### config.mk
export PLATFORM = sky130hd
export DESIGN_NAME = uart_tx
export DESIGN_NICKNAME = d
export VERILOG_FILES = /design/src/rtl/uart_pkg.sv /design/src/rtl/uart_tx.sv
export SDC_FILE = /design/constraint.sdc
export NUM_CORES = 1
export LEC_CHECK = 0
export CELL_PAD_IN_SITES_DETAIL_PLACEMENT = 0
export CELL_PAD_IN_SITES_GLOBAL_PLACEMENT = 1
export CORE_MARGIN = 1.5
export CORE_UTILIZATION = 38
export DETAILED_ROUTE_END_ITERATION = 10
export PLACE_DENSITY_LB_ADDON = 0.12
export SLEW_MARGIN = 20
export SYNTH_ARGS = -nofsm -noshare
export SYNTH_HDL_FRONTEND = slang
export SYNTH_SLANG_ARGS = --single-unit
### constraint.sdc
create_clock -name clk -period 2.39 [get_ports clk]
set_clock_uncertainty 0.15 [all_clocks]
set_input_delay 0.478 -clock clk [delete_from_list [all_inputs] [get_ports clk]]
set_output_delay 0.478 -clock clk [all_outputs]
set_load 0.02 [all_outputs]
### src/rtl/uart_pkg.sv
// rtl/uart_pkg.sv - shared UART constants, state encoding and counter sizing helper
package uart_pkg;

  localparam int OVERSAMPLE      = 16;
  localparam int DBIT_DEFAULT    = 8;
  localparam int SB_TICK_DEFAULT = 16;

  typedef enum logic [1:0] {
    IDLE  = 2'b00,
    START = 2'b01,
    DATA  = 2'b10,
    STOP  = 2'b11
  } tx_state_t;

  // Tick counter must hold both the 16-tick bit period and a longer stop period.
  function automatic int tick_width(input int sb_tick);
    return (sb_tick > OVERSAMPLE) ? $clog2(sb_tick) : $clog2(OVERSAMPLE);
  endfunction

endpackage

### src/rtl/uart_tx.sv
// rtl/uart_tx.sv - UART serial transmitter: start bit, DBIT data bits LSB-first, stop bit
module uart_tx
  import uart_pkg::*;
#(
  parameter int DBIT    = DBIT_DEFAULT,
  parameter int SB_TICK = SB_TICK_DEFAULT
) (
  input  logic            clk,
  input  logic            reset,
  input  logic            s_tick,
  input  logic            tx_start,
  input  logic [DBIT-1:0] din,
  output logic            tx,
  output logic            tx_done_tick,
  output logic            busy
);

  localparam int            SW      = tick_width(SB_TICK);
  localparam logic [SW-1:0] OS_LAST = SW'(OVERSAMPLE - 1);
  localparam logic [SW-1:0] SB_LAST = SW'(SB_TICK - 1);
  localparam logic [2:0]    N_LAST  = 3'(DBIT - 1);

  tx_state_t       state_reg, state_next;
  logic [SW-1:0]   s_reg, s_next;
  logic [2:0]      n_reg, n_next;
  logic [DBIT-1:0] b_reg, b_next;
  logic            tx_reg, tx_next;
  logic            done_next;

  always_comb begin
    state_next = state_reg;
    s_next     = s_reg;
    n_next     = n_reg;
    b_next     = b_reg;
    done_next  = 1'b0;
    tx_next    = 1'b1;
    case (state_reg)
      IDLE: begin
        if (tx_start) begin
          b_next     = din;
          s_next     = '0;
          state_next = START;
        end
      end
      START: begin
        if (s_tick) begin
          if (s_reg == OS_LAST) begin
            s_next     = '0;
            n_next     = '0;
            state_next = DATA;
          end else begin
            s_next = s_reg + 1'b1;
          end
        end
      end
      DATA: begin
        if (s_tick) begin
          if (s_reg == OS_LAST) begin
            s_next = '0;
            b_next = b_reg >> 1;
            if (n_reg == N_LAST) begin
              state_next = STOP;
            end else begin
              n_next = n_reg + 1'b1;
            end
          end else begin
            s_next = s_reg + 1'b1;
          end
        end
      end
      STOP: begin
        if (s_tick) begin
          if (s_reg == SB_LAST) begin
            done_next  = 1'b1;
            s_next     = '0;
            state_next = IDLE;
          end else begin
            s_next = s_reg + 1'b1;
          end
        end
      end
      default: state_next = IDLE;
    endcase

    // Line level follows the state being entered so tx and busy move on the same edge.
    case (state_next)
      START:   tx_next = 1'b0;
      DATA:    tx_next = b_next[0];
      default: tx_next = 1'b1;
    endcase
  end

  always_ff @(posedge clk) begin
    if (reset) begin
      state_reg <= IDLE;
      s_reg     <= '0;
      n_reg     <= '0;
      b_reg     <= '0;
      tx_reg    <= 1'b1;
    end else begin
      state_reg <= state_next;
      s_reg     <= s_next;
      n_reg     <= n_next;
      b_reg     <= b_next;
      tx_reg    <= tx_next;
    end
  end

  // A reset landing on the final stop tick must not leak a completion pulse.
  assign tx_done_tick = done_next & ~reset;
  assign tx           = tx_reg;
  assign busy         = (state_reg != IDLE);

endmodule

==> results_dict.tcl <==
set metrics [dict create \
    grt_util_all_layers 0.162 \
    ys_seq_area_frac 0.397 \
    final_hold_fails 0 \
    hold_ws_ns 0.316 \
    cp_num_buf_inv 3 \
    worstSetupStartpointType "flop" \
    post_synth_inst_count 103 \
    die-area_sq_um 2690 \
    relSlewSlack 0.693 \
    initial_core_util 0.407 \
    first_global_vias 729 \
    critical-path-slowest-cell "sky130_fd_sc_hd__clkdlybuf4s50_1" \
    detailed_placement_wirelength_estimate_um 1420 \
    reported_net_switching_power_mw 0.141 \
    antenna_found_initial 0 \
    wl_per_cell_um 12.9 \
    worst-path-stages 4 \
    rr_startpoint "s_reg[0]" \
    regToRegEndpoint "tx" \
    launch_point_of_the_worst_path "state_reg[0]" \
    power.sequential.fraction 0.540 \
    worstSkewPairLatency_ns 0.29 \
    tritoncts "done" \
    mappedNetlistArea_sq_um 908 \
    cts-root-buf "sky130_fd_sc_hd__clkbuf_4" \
    place_congestion 0.670 \
    critical_path_arrival_ns 1.65 \
    fmaxAchievable_mhz 439 \
    clock_sink_count 18 \
    min_setup_slack_post_route_ns 0.112 \
    dr_total_vias 825 \
    timing.critical_path.to "busy" \
    grt_start_max_net_pins 19 \
    cp_data_required_time_ns 1.76 \
    criticalPathCategory "reg2out" \
    power_report.internal_total_mw 0.449 \
    synth.yosys.warnings 0 \
    numCtsBuffers 3 \
    combinationalPowerShare 0.142 \
    die_h_um 51.9 \
    rsz_0062_raised_after_global_routing "no" \
    largest_register_ff_count 8 \
    route.antenna.remaining_nets 0 \
    synth-simple-area-share 0.172 \
    final.period_utilization 0.953 \
    adder_cell_fraction_of_synth_area 0.0413 \
    clk_pin_slew_ns 0.11 \
    final_setup_violating_endpoints 0 \
    worst_pin_slew_ns 0.460 \
    drc 0 \
    worstPathMaxFanout 9 \
    status "complete, no violations" \
    holdBufCountCts 0 \
    reported_leakage_power_nw 0.432 \
    ioPinCount 15 \
    numPortBuffers 14 \
    drive_above_1_share 0.148 \
    critical-path-top-delay-family "buffers and inverters" \
    total_wire_length_um 1930 \
    synth_top_family_by_area "compound AO/OA/AOI/OAI gates" \
    die_width_um 51.9 \
    design.final.nets 138 \
    vdd.ir_drop.worst_uv 230 \
    fin_crit_ns 2.28 \
    reg2reg_slack_ns 0.58 \
    route.detailed.vias_per_inst 5.50 \
    critical_path.endpoint_type "output port" \
    clock_power_share 0.318 \
    preCtsSetupSlack_ns -0.242 \
    postCtsSetupBuffers 0 \
    core_sq_um 2230 \
    count_of_distinct_cell_types_in_the_synthesized_netlist 33 \
    syn-num-nets 118 \
    drtIter0Drc 7 \
    reg2reg_depth 6 \
    synth-xor-area-share 0.00964 \
    min_path_type "reg2reg" \
    report.final.slew_viol_count 0 \
    antenna-diode-count 0 \
    cts.path.max_buffers 2 \
    muxShareOfSynthArea 0.0386 \
    placementRows 17 \
    h_tree_levels 1 \
    power.density_nw_per_um2 519 \
    post_synthesis_compound_gate_area_fraction 0.299 \
    firstDrtPassIters 4 \
    crit_chain "buf_4 -> nor2_1 -> inv_1 -> clkdlybuf4s50_1" \
    grt_first_pass_wirelength_um 3190 \
    critPathMaxStageDelay_ns 0.59 \
    yosys_register_bits 18 \
    drv.max_cap_violation_count 0 \
    syn_area_per_cell_sq_um 8.82 \
    gr-total-overflow 0 \
    flow.area_growth_from_synthesis_pct 25.1 \
    power.share.switching 0.239 \
]
[final cells by class]
type / instances / area (sq um)
Inverter: 2 / 7.51
Timing Repair Buffer: 21 / 188
Multi-Input combinational cell: 77 / 509
Tap cell: 28 / 35.0
Sequential cell: 18 / 360
Fill cell: 233 / 1100
Clock buffer: 4 / 36.3
[Yosys cell counts, drive strengths merged]
library cell | number | area (sq um)
dfxtp | 18 | 360
nand4 | 1 | 6.26
a221oi | 1 | 15.0
o21ai | 11 | 55.1
nand2 | 5 | 18.8
a31oi | 2 | 12.5
nand2b | 1 | 6.26
nor3 | 3 | 15.0
a21oi | 12 | 63.8
clkbuf | 3 | 11.3
ha | 3 | 37.5
inv | 2 | 7.51
o21a | 1 | 7.51
a311oi | 1 | 15.0
a32o | 1 | 10.0
and4 | 1 | 8.76
a22oi | 7 | 52.6
mux2 | 1 | 15.0
a2111oi | 1 | 15.0
nor3b | 2 | 26.3
xor2 | 1 | 8.76
mux2i | 2 | 20.0
buf | 3 | 20.0
nand3 | 1 | 5.00
o2111ai | 2 | 17.5
nor2b | 3 | 18.8
or3 | 1 | 6.26
a21o | 1 | 7.51
nor2 | 12 | 45.0
[layout by cell type (no fill, tap or decap), drive strengths merged, types with 2 or more instances in the layout]
cell type / n
dfxtp: 18
clkdlybuf4s50: 13
nor2: 12
a21oi: 12
o21ai: 11
a22oi: 7
buf: 7
nand2: 5
clkbuf: 5
nor3: 3
nor2b: 3
ha: 3
inv: 2
a31oi: 2
mux2i: 2
o2111ai: 2
nor3b: 2
[stage by stage]
stage / total power [mW] / cells / area (sq um) / util / TNS [ns]
finish: 0.590 / 150 / 1140 / 0.509 / 0
global route: 0.625 / 150 / 1140 / 0.509 / 0
CTS: 0.602 / 150 / 1140 / 0.510 / 0
detailed placement: 0.409 / 146 / 1100 / 0.495 / -0.242
global placement: 0.408 / 146 / 1100 / 0.495 / -0.200
floorplan: 0.371 / 103 / 908 / - / 0
[logic make-up (layout without fill, tap and decap cells)]
| logic type | Yosys count | after routing |
|---|---|---|
| AO/OA/AOI/OAI | 40 | 40 |
| XOR/XNOR | 1 | 1 |
| adder cells (fa/ha/maj) | 3 | 3 |
| buffers and inverters | 8 | 27 |
| flip-flops | 18 | 18 |
| multiplexers | 3 | 3 |
| AND/OR/NAND/NOR | 30 | 30 |
[worst min-delay path by stage]
stage	start	end	cells after the start	slack [ns]
floorplan	n_reg[1]	n_reg[1]	2	0.29
global placement	n_reg[1]	n_reg[1]	2	0.30
detailed placement	n_reg[1]	n_reg[1]	2	0.30
CTS	n_reg[1]	n_reg[1]	2	0.32
global route	n_reg[1]	n_reg[1]	2	0.34
finish	n_reg[2]	n_reg[2]	2	0.32
[routing by layer]
metal  share of wire  wire (um)  track usage
met1            0.48        929        0.200
met2            0.48        920        0.264
met3           0.033         64       0.0345
met4          0.0073         14       0.0789
met5               0          0            0
[timing repair]
item,CTS,global route
resized for setup,1,3
hold endpoints to repair,0,0
pin swaps,0,0
setup endpoints to repair,1,1
[power by group through the flow]
stage / Combinational [mW] / Clock, mW / Sequential [mW]
6_report: 0.0837 / 0.188 / 0.318
5_1_grt: 0.0920 / 0.213 / 0.320
4_1_cts: 0.0843 / 0.199 / 0.319
3_5_place_dp: 0.0839 / 0 / 0.326
3_3_place_gp: 0.0837 / 0 / 0.325
2_1_floorplan: 0.0472 / 0 / 0.324
[worst min-delay path, delay by kind of cell (launching register included)]
kind,cells,cell delay [ns]
flops,1,0.33
compound gates,1,0.05
simple gates,1,0.05
Note: power is estimated with default switching activity, not from simulation.
